===== src/rtl/setup_frame_deser.sv =====
// Serial setup deserialiser: LSB-first framed words gated by en_in are decoded into
// an address and data field and committed to a setup register bank. Optional macro: SETUP_PARITY_EN.
module setup_frame_deser #(
    parameter int FRAME_LEN = 32,
    parameter int DATA_W = 8,
    parameter int ADDR_W = 2,
    parameter logic [DATA_W-1:0] RST_VAL = '0,
    localparam int NUM_REGS = 2 ** ADDR_W
) (
    input  logic                         clk_in,
    input  logic                         rst_in,
    input  logic                         serial_in,
    input  logic                         en_in,
    output logic [NUM_REGS*DATA_W-1:0]   regs_out,
    output logic                         upd_out,
    output logic [ADDR_W-1:0]            upd_addr_out,
    output logic                         err_out,
    output logic                         busy_out,
    output logic [1:0]                   state_dbg_out
);

`ifdef SETUP_PARITY_EN
    localparam int TOTAL = FRAME_LEN + 1;
`else
    localparam int TOTAL = FRAME_LEN;
`endif
    localparam int CW = $clog2(FRAME_LEN + 2);
    localparam logic [CW-1:0] LAST = CW'(TOTAL - 1);

    typedef enum logic [1:0] {
        IDLE  = 2'd0,
        SHIFT = 2'd1,
        DONE  = 2'd2,
        DRAIN = 2'd3
    } state_t;

    state_t                       state_q, state_d;
    logic [CW-1:0]                cnt_q, cnt_d;
    logic [ADDR_W-1:0]            addr_q, addr_d;
    logic [DATA_W-1:0]            data_q, data_d;
    logic [NUM_REGS*DATA_W-1:0]   regs_q, regs_d;
    logic                         upd_q, upd_d;
    logic                         err_q, err_d;
    logic [ADDR_W-1:0]            upd_addr_q, upd_addr_d;
    logic                         busy_q, busy_d;
    logic                         sample;
    logic                         commit;
    logic [CW-1:0]                bit_idx;
`ifdef SETUP_PARITY_EN
    logic                         par_q, par_d;
`endif

    always_comb begin
        state_d    = state_q;
        cnt_d      = cnt_q;
        addr_d     = addr_q;
        data_d     = data_q;
        regs_d     = regs_q;
        upd_d      = 1'b0;
        err_d      = 1'b0;
        upd_addr_d = upd_addr_q;
        sample     = 1'b0;
        commit     = 1'b0;
        bit_idx    = (state_q == IDLE) ? '0 : cnt_q;
`ifdef SETUP_PARITY_EN
        par_d      = par_q;
`endif

        case (state_q)
            IDLE: begin
                if (en_in) begin
                    sample  = 1'b1;
                    cnt_d   = CW'(1);
                    state_d = SHIFT;
                end
            end
            SHIFT: begin
                if (en_in) begin
                    sample = 1'b1;
                    cnt_d  = cnt_q + CW'(1);
                    if (cnt_q == LAST) begin
                        state_d = DONE;
                    end
                end else begin
                    err_d   = 1'b1;
                    cnt_d   = '0;
                    state_d = IDLE;
                end
            end
            DONE: begin
                if (en_in) begin
                    state_d = DRAIN;
                end else begin
                    cnt_d   = '0;
                    state_d = IDLE;
`ifdef SETUP_PARITY_EN
                    // par_q folds in the parity bit itself, so a good frame leaves it at zero
                    if (par_q) begin
                        err_d = 1'b1;
                    end else begin
                        commit = 1'b1;
                    end
`else
                    commit = 1'b1;
`endif
                end
            end
            DRAIN: begin
                if (!en_in) begin
                    err_d   = 1'b1;
                    cnt_d   = '0;
                    state_d = IDLE;
                end
            end
            default: state_d = IDLE;
        endcase

        if (sample) begin
            for (int k = 0; k < ADDR_W; k++) begin
                if (bit_idx == CW'(k)) addr_d[k] = serial_in;
            end
            for (int k = 0; k < DATA_W; k++) begin
                if (bit_idx == CW'(FRAME_LEN - DATA_W + k)) data_d[k] = serial_in;
            end
`ifdef SETUP_PARITY_EN
            par_d = ((state_q == IDLE) ? 1'b0 : par_q) ^ serial_in;
`endif
        end

        if (commit) begin
            for (int k = 0; k < NUM_REGS; k++) begin
                if (addr_q == ADDR_W'(k)) regs_d[k*DATA_W +: DATA_W] = data_q;
            end
            upd_d      = 1'b1;
            upd_addr_d = addr_q;
        end

        busy_d = (state_d != IDLE);
    end

    always_ff @(posedge clk_in) begin
        if (rst_in) begin
            state_q    <= IDLE;
            cnt_q      <= '0;
            addr_q     <= '0;
            data_q     <= '0;
            regs_q     <= {NUM_REGS{RST_VAL}};
            upd_q      <= 1'b0;
            err_q      <= 1'b0;
            upd_addr_q <= '0;
            busy_q     <= 1'b0;
`ifdef SETUP_PARITY_EN
            par_q      <= 1'b0;
`endif
        end else begin
            state_q    <= state_d;
            cnt_q      <= cnt_d;
            addr_q     <= addr_d;
            data_q     <= data_d;
            regs_q     <= regs_d;
            upd_q      <= upd_d;
            err_q      <= err_d;
            upd_addr_q <= upd_addr_d;
            busy_q     <= busy_d;
`ifdef SETUP_PARITY_EN
            par_q      <= par_d;
`endif
        end
    end

    assign regs_out      = regs_q;
    assign upd_out       = upd_q;
    assign err_out       = err_q;
    assign upd_addr_out  = upd_addr_q;
    assign busy_out      = busy_q;
    assign state_dbg_out = state_q;

endmodule


===== config.mk =====
export PLATFORM = sky130hd
export DESIGN_NAME = setup_frame_deser
export DESIGN_NICKNAME = d
export VERILOG_FILES = /design/src/rtl/setup_frame_deser.sv
export SDC_FILE = /design/constraint.sdc
export NUM_CORES = 1
export LEC_CHECK = 0
export ABC_AREA = 1
export ABC_CLOCK_PERIOD_IN_PS = 1700
export BUFFER_PORTS_ARGS = -buffer_cell sky130_fd_sc_hd__buf_2
export CAP_MARGIN = 0
export CELL_PAD_IN_SITES_DETAIL_PLACEMENT = 1
export CELL_PAD_IN_SITES_GLOBAL_PLACEMENT = 1
export CORE_MARGIN = 10
export CORE_UTILIZATION = 39
export DETAILED_ROUTE_END_ITERATION = 10
export GPL_TIMING_DRIVEN = 1
export PLACE_DENSITY_LB_ADDON = 0.08
export SLEW_MARGIN = 5
export SYNTH_ARGS = -nofsm -noshare
export SYNTH_HDL_FRONTEND = slang
export SYNTH_SLANG_ARGS = --single-unit

===== constraint.sdc =====
create_clock -name clk_in -period 1.7 [get_ports clk_in]
set_input_delay 0.17 -clock clk_in [delete_from_list [all_inputs] [get_ports clk_in]]
set_output_delay 0.17 -clock clk_in [all_outputs]
set_load 0.02 [all_outputs]

# Yosys cells after proc, flatten, opt, wreduce, memory -nomap -nowiden
# Cells that the tools add are included.
[op_classes]
n_addsub = 1
multipliers = 0
div = 0
magnitude_cmp = 0
eq_ne = 18
shift = 0
n_mux = 16
bitwise = 1
reduce_logical = 23
[op_table]
columns = ["op", "count"]
rows = [
  ["equality test 6 x 5 -> 1 bit, second input constant", 9],
  ["AND reduction 2 bit", 15],
  ["2-to-1 mux 6 bit", 4],
  ["case mux 6 bit (3 select lines)", 1],
  ["2-to-1 mux 2 bit", 5],
  ["equality test 2 bit, second input constant", 4],
  ["case mux 2 bit (4 select lines)", 1],
  ["OR reduction 2 bit", 4],
  ["adder 6 x 1 -> 6 bit, second input constant", 1],
  ["equality test 6 x 1 -> 1 bit, second input constant", 1],
  ["logical NOT 6 bit", 1],
  ["2-to-1 mux 1 bit", 5],
  ["equality test 2 x 1 -> 1 bit, second input constant", 2],
  ["logical NOT 2 bit", 2],
  ["inequality test 2 bit, second input constant", 2],
  ["nonzero test 2 bit", 1],
  ["inverter 1 bit", 1],
]
[totals]
ff_bits = 55
latchBits = 0
ramBits = 0
rom_bits = 0
output_inout_bits = 39
wordCells = 79
n_memories = 0

# Logic depth before layout (Yosys ltp)
[logic_depth]
word_depth = 5
mapped_depth = 9
depth_no_buf = 9

# Least setup slack after synthesis
# Ideal clock, no wire load.
[synth_timing]
kind = "register to register"
start = "reg state_q[1], in the netlist state_dbg_out[1]"
end = "reg data_q[1]"
setup_time_ns = 0.113
arrival_ns = 1.230
t_required_ns = 1.587
path_slack_ns = 0.357
path_stages_with_launch = 8
path_buffers = 0
period_less_slack_ns = 1.343
path_cell_list = "dfxtp_1 > inv_2 > nand2_4 > nand3_1 > nor2_1 > nand4_1 > nand2_1 > nor2_1"
[synth_between]
elab_chain_len = 4
[synth_lines]
columns = ["element", "line", "rtl"]
rows = [
  ["start, declared", "37", "state_t state_q, state_d;"],
  ["start signal, assigned", "156", "state_q <= state_d;"],
  ["logical NOT 2 bit or equality test 2 x 1 -> 1 bit (tied branches)", "64, 69", ""],
  ["2-to-1 mux 6 bit or OR reduction 2 bit (tied branches)", "-", ""],
  ["equality test 6 x 5 -> 1 bit or 2-to-1 mux 1 bit (tied branches)", "-", ""],
  ["AND reduction 2 bit (no source line) *", "-", ""],
  ["end signal, assigned", "159", "data_q <= data_d;"],
  ["end, declared", "40", "logic [DATA_W-1:0] data_q, data_d;"],
]
# Mark *: on every way between the ends. The rest lies on a longest branch, timed or not.
# A chain may end at the register's enable or synchronous reset.

# Final worst setup path
[layout_timing]
start = "reg state_q[0], in the netlist state_dbg_out[0]"
end = "reg regs_q[15], in the netlist regs_out[15]"
[layout_between]
elab_chain_len = 3
[layout_lines]
columns = ["element", "line", "rtl"]
rows = [
  ["equality test 2 bit", "69", "case (state_q)"],
  ["2-to-1 mux 1 bit", "69", ""],
  ["AND reduction 2 bit (no source line)", "-", ""],
  ["end signal, assigned", "147", "regs_q <= {NUM_REGS{RST_VAL}};"],
  ["end signal, assigned", "160", "regs_q <= regs_d;"],
  ["end, declared", "41", "logic [NUM_REGS*DATA_W-1:0] regs_q, regs_d;"],
]
# Every way passes these cells.

==> metrics <==
Clk Latency, worst-skew pair 0.32 ns; router iterations before antenna repair 4; design area 0.00266 mm2; Slowest-stage cell, CP dfxtp_1; startpoint class of the critical path flip-flop; post-route ant nets 0; Die X-Extent 95.7 um; busiest grt layer met2; grt ovf 0; final hold vios 0; maximum clock path buffer count 2; multiplexer share of the synthesized area 0; R2R Setup Slk 0.24 ns; crit path from state_dbg_out[0]; post-route clock period utilization 0.861; Post CTS Setup Buffer Count 0; met3 GRT Util 0.0416; clk_skew 0.0143 ns; pwr/cell area 881 mW/mm2; initial antenna violation count 0; area leader, netlist dfxtp_1; Mapped Cells 307; register area share after synthesis 0.493; grt met2 use 0.234; relative slew slack 0.755; root buf cell clkbuf_8; die area 0.00915 mm2; post-cts sizing count 0; # H-tree levels 2; Vias/cell 4.86; number of distinct library cells after synthesis 21; Max Fclk 683 MHz; hpwl dp 4.64 mm; crit-path max cell delay 0.38 ns; cell count along the critical path 7; Post-Synth Adder-Cell Area 0.00560; Synth Area in Simple Gates 0.325; core box area 0.00554 mm2; Area Growth Syn to Fin 19.2%; #FFs+latches synth 55; Yosys top cell area share 0.493; Pins Over Slew Limit 0; Synth Cell Area 0.00223 mm2; placed instance area 0.00254 mm2; Clock transition at path regs 0.10 ns; RR Startpoint state_dbg_out[0]; FF-to-FF path depth 7; Final Power 2.35 mW; Final setup violation count 0; RSZ-0062 raised after global routing false; Crit Path Class flip-flop to flip-flop; vias 2076; # fillers 730; final WL 6.19 mm; clock sink count 55; Synth Area in Compound Gates 0.118; initial core utilization 0.403; WL/cell 14.5 um; delay-heaviest family, CP simple AND/OR/NAND/NOR gates; pin count of the biggest net entering global routing 44; Leak 1.23 nW; Max-Cap Viols 0; average size of a mapped cell 7.27 um2; largest family of logic cells by synthesized area simple AND/OR/NAND/NOR gates; Fin Setup TNS 0 ns; worst min path class input port to flip-flop; Net count, final 359; Worst Path Buf+Inv 2; overall routing resource usage 0.142; Critical Path Sink Type flip-flop; Crit Path Max Fanout 9; cell mode on critical path nor2_1; grt met1 use 0.169; worst path required time 1.95 ns; post-route minimum period 1.46 ns; status finished, final reports clean; commonest non-fill, non-tap cell in the layout nor2_1; 1st-iter DRT viols 55; CTS tree built; Peak VDD IR 0.507 mV; Synth warnings 0; worst setup path endpoint regs_out[15]; global-route wire length before repair 10.4 mm; synth top area cells dfxtp_1 (49%), nor2_1 (16%), o21ai_0 (8.5%); worst-path cell chain inv_2, nand3_4, nor2_1, nand2_2, inv_2, nor2_1, nor2_1; io pins 43; r2r endpoint regs_out[15]; # port buffers 42; worst slew pin tran 0.367 ns; xor/xnor share of the synthesized area 0; residual DRC count 0; Syn Nets 312; vias in the first global route 2080; worst path arrival time 1.71 ns; die height 95.7 um; CTS buffer count 5; share of layout cells above drive strength 1 0.208; CTS Hold Bufs 0; ANT cells 0; Rows 27; most frequent cells in the layout nor2_1 (94), dfxtp_1 (55), buf_2 (42), o21ai_0 (38), nand2_1 (36); Hold WS 0.119 ns; Placer Congestion 0.810
## power by group
part | switching (mW) | internal, mW
registers | 0.00741 | 1.30
logic | 0.0733 | 0.0314
clock network | 0.453 | 0.485
## logic make-up after synthesis
family / count (synthesis)
DFF: 55
and+or+nand+nor: 165
buffers and inverters: 34
adders and majority gates: 1
AOI/OAI and AO/OA: 52
## cell usage after synthesis
cell and instances:
o21a_1 1, nor2_4 2, nand3_1 15, nand4_1 4, inv_2 6, buf_2 1
nor2_1 94, nand2_4 2, nor2_2 5, dfxtp_1 55, a31oi_1 1, nand2_1 36
ha_1 1, nand2_2 3, nand3_4 1, inv_1 22, nor3_4 1, o21ai_0 38
clkbuf_1 5, nor3_1 2, a21oi_1 12
## stage by stage
stage	setup slack [ns]	util	std cells
finish	0.236	0.480	427
global route	0.0546	0.480	427
CTS	0.194	0.480	427
detailed placement	0.231	0.458	419
global placement	0.286	0.458	419
floorplan	0.357	-	307
## routing by layer
metal,vias up,share of wire
met5,-,0
met4,0,0.017
met3,10,0.059
met2,39,0.48
met1,956,0.44
li1,1071,-
## worst min-delay path by stage
stage	cells after the start	to	slack [ns]	start
after global placement	2	regs_out[21]	0.46	regs_out[21]
final	2	err_out	0.12	en_in
after detailed placement	1	upd_addr_out[1]	0.46	upd_addr_out[1]
after CTS	2	err_out	0.12	en_in
after global routing	2	err_out	0.14	en_in
after floorplan	1	err_out	0.25	en_in
## worst reg2reg max path, stage by stage, from the launching register on
cell	delay (ns)
dfxtp_1	0.38
inv_2	0.14
nand3_4	0.13
nor2_1	0.24
nand2_2	0.18
inv_2	0.17
nor2_1	0.06
nor2_1	0.10
## registers in the layout, summed over array words and instances, names as in the netlist
| signal | cells |
|---|---|
| regs_out | 32 |
| data_q | 8 |
| cnt_q | 6 |
| addr_q | 2 |
| state_dbg_out | 2 |
| upd_addr_out | 2 |
| busy_out | 1 |
| err_out | 1 |
| upd_out | 1 |
## final cells by class
type	count	area, um2	area share
Sequential cell	55	1100	0.414
Tap cell	72	90.1	0.0339
Clock inverter	2	38.8	0.0146
Timing Repair Buffer	46	240	0.0903
Multi-Input combinational cell	218	1000	0.377
Clock buffer	6	82.6	0.0310
Inverter	28	105	0.0395
Power figures use the tool's default switching activity.
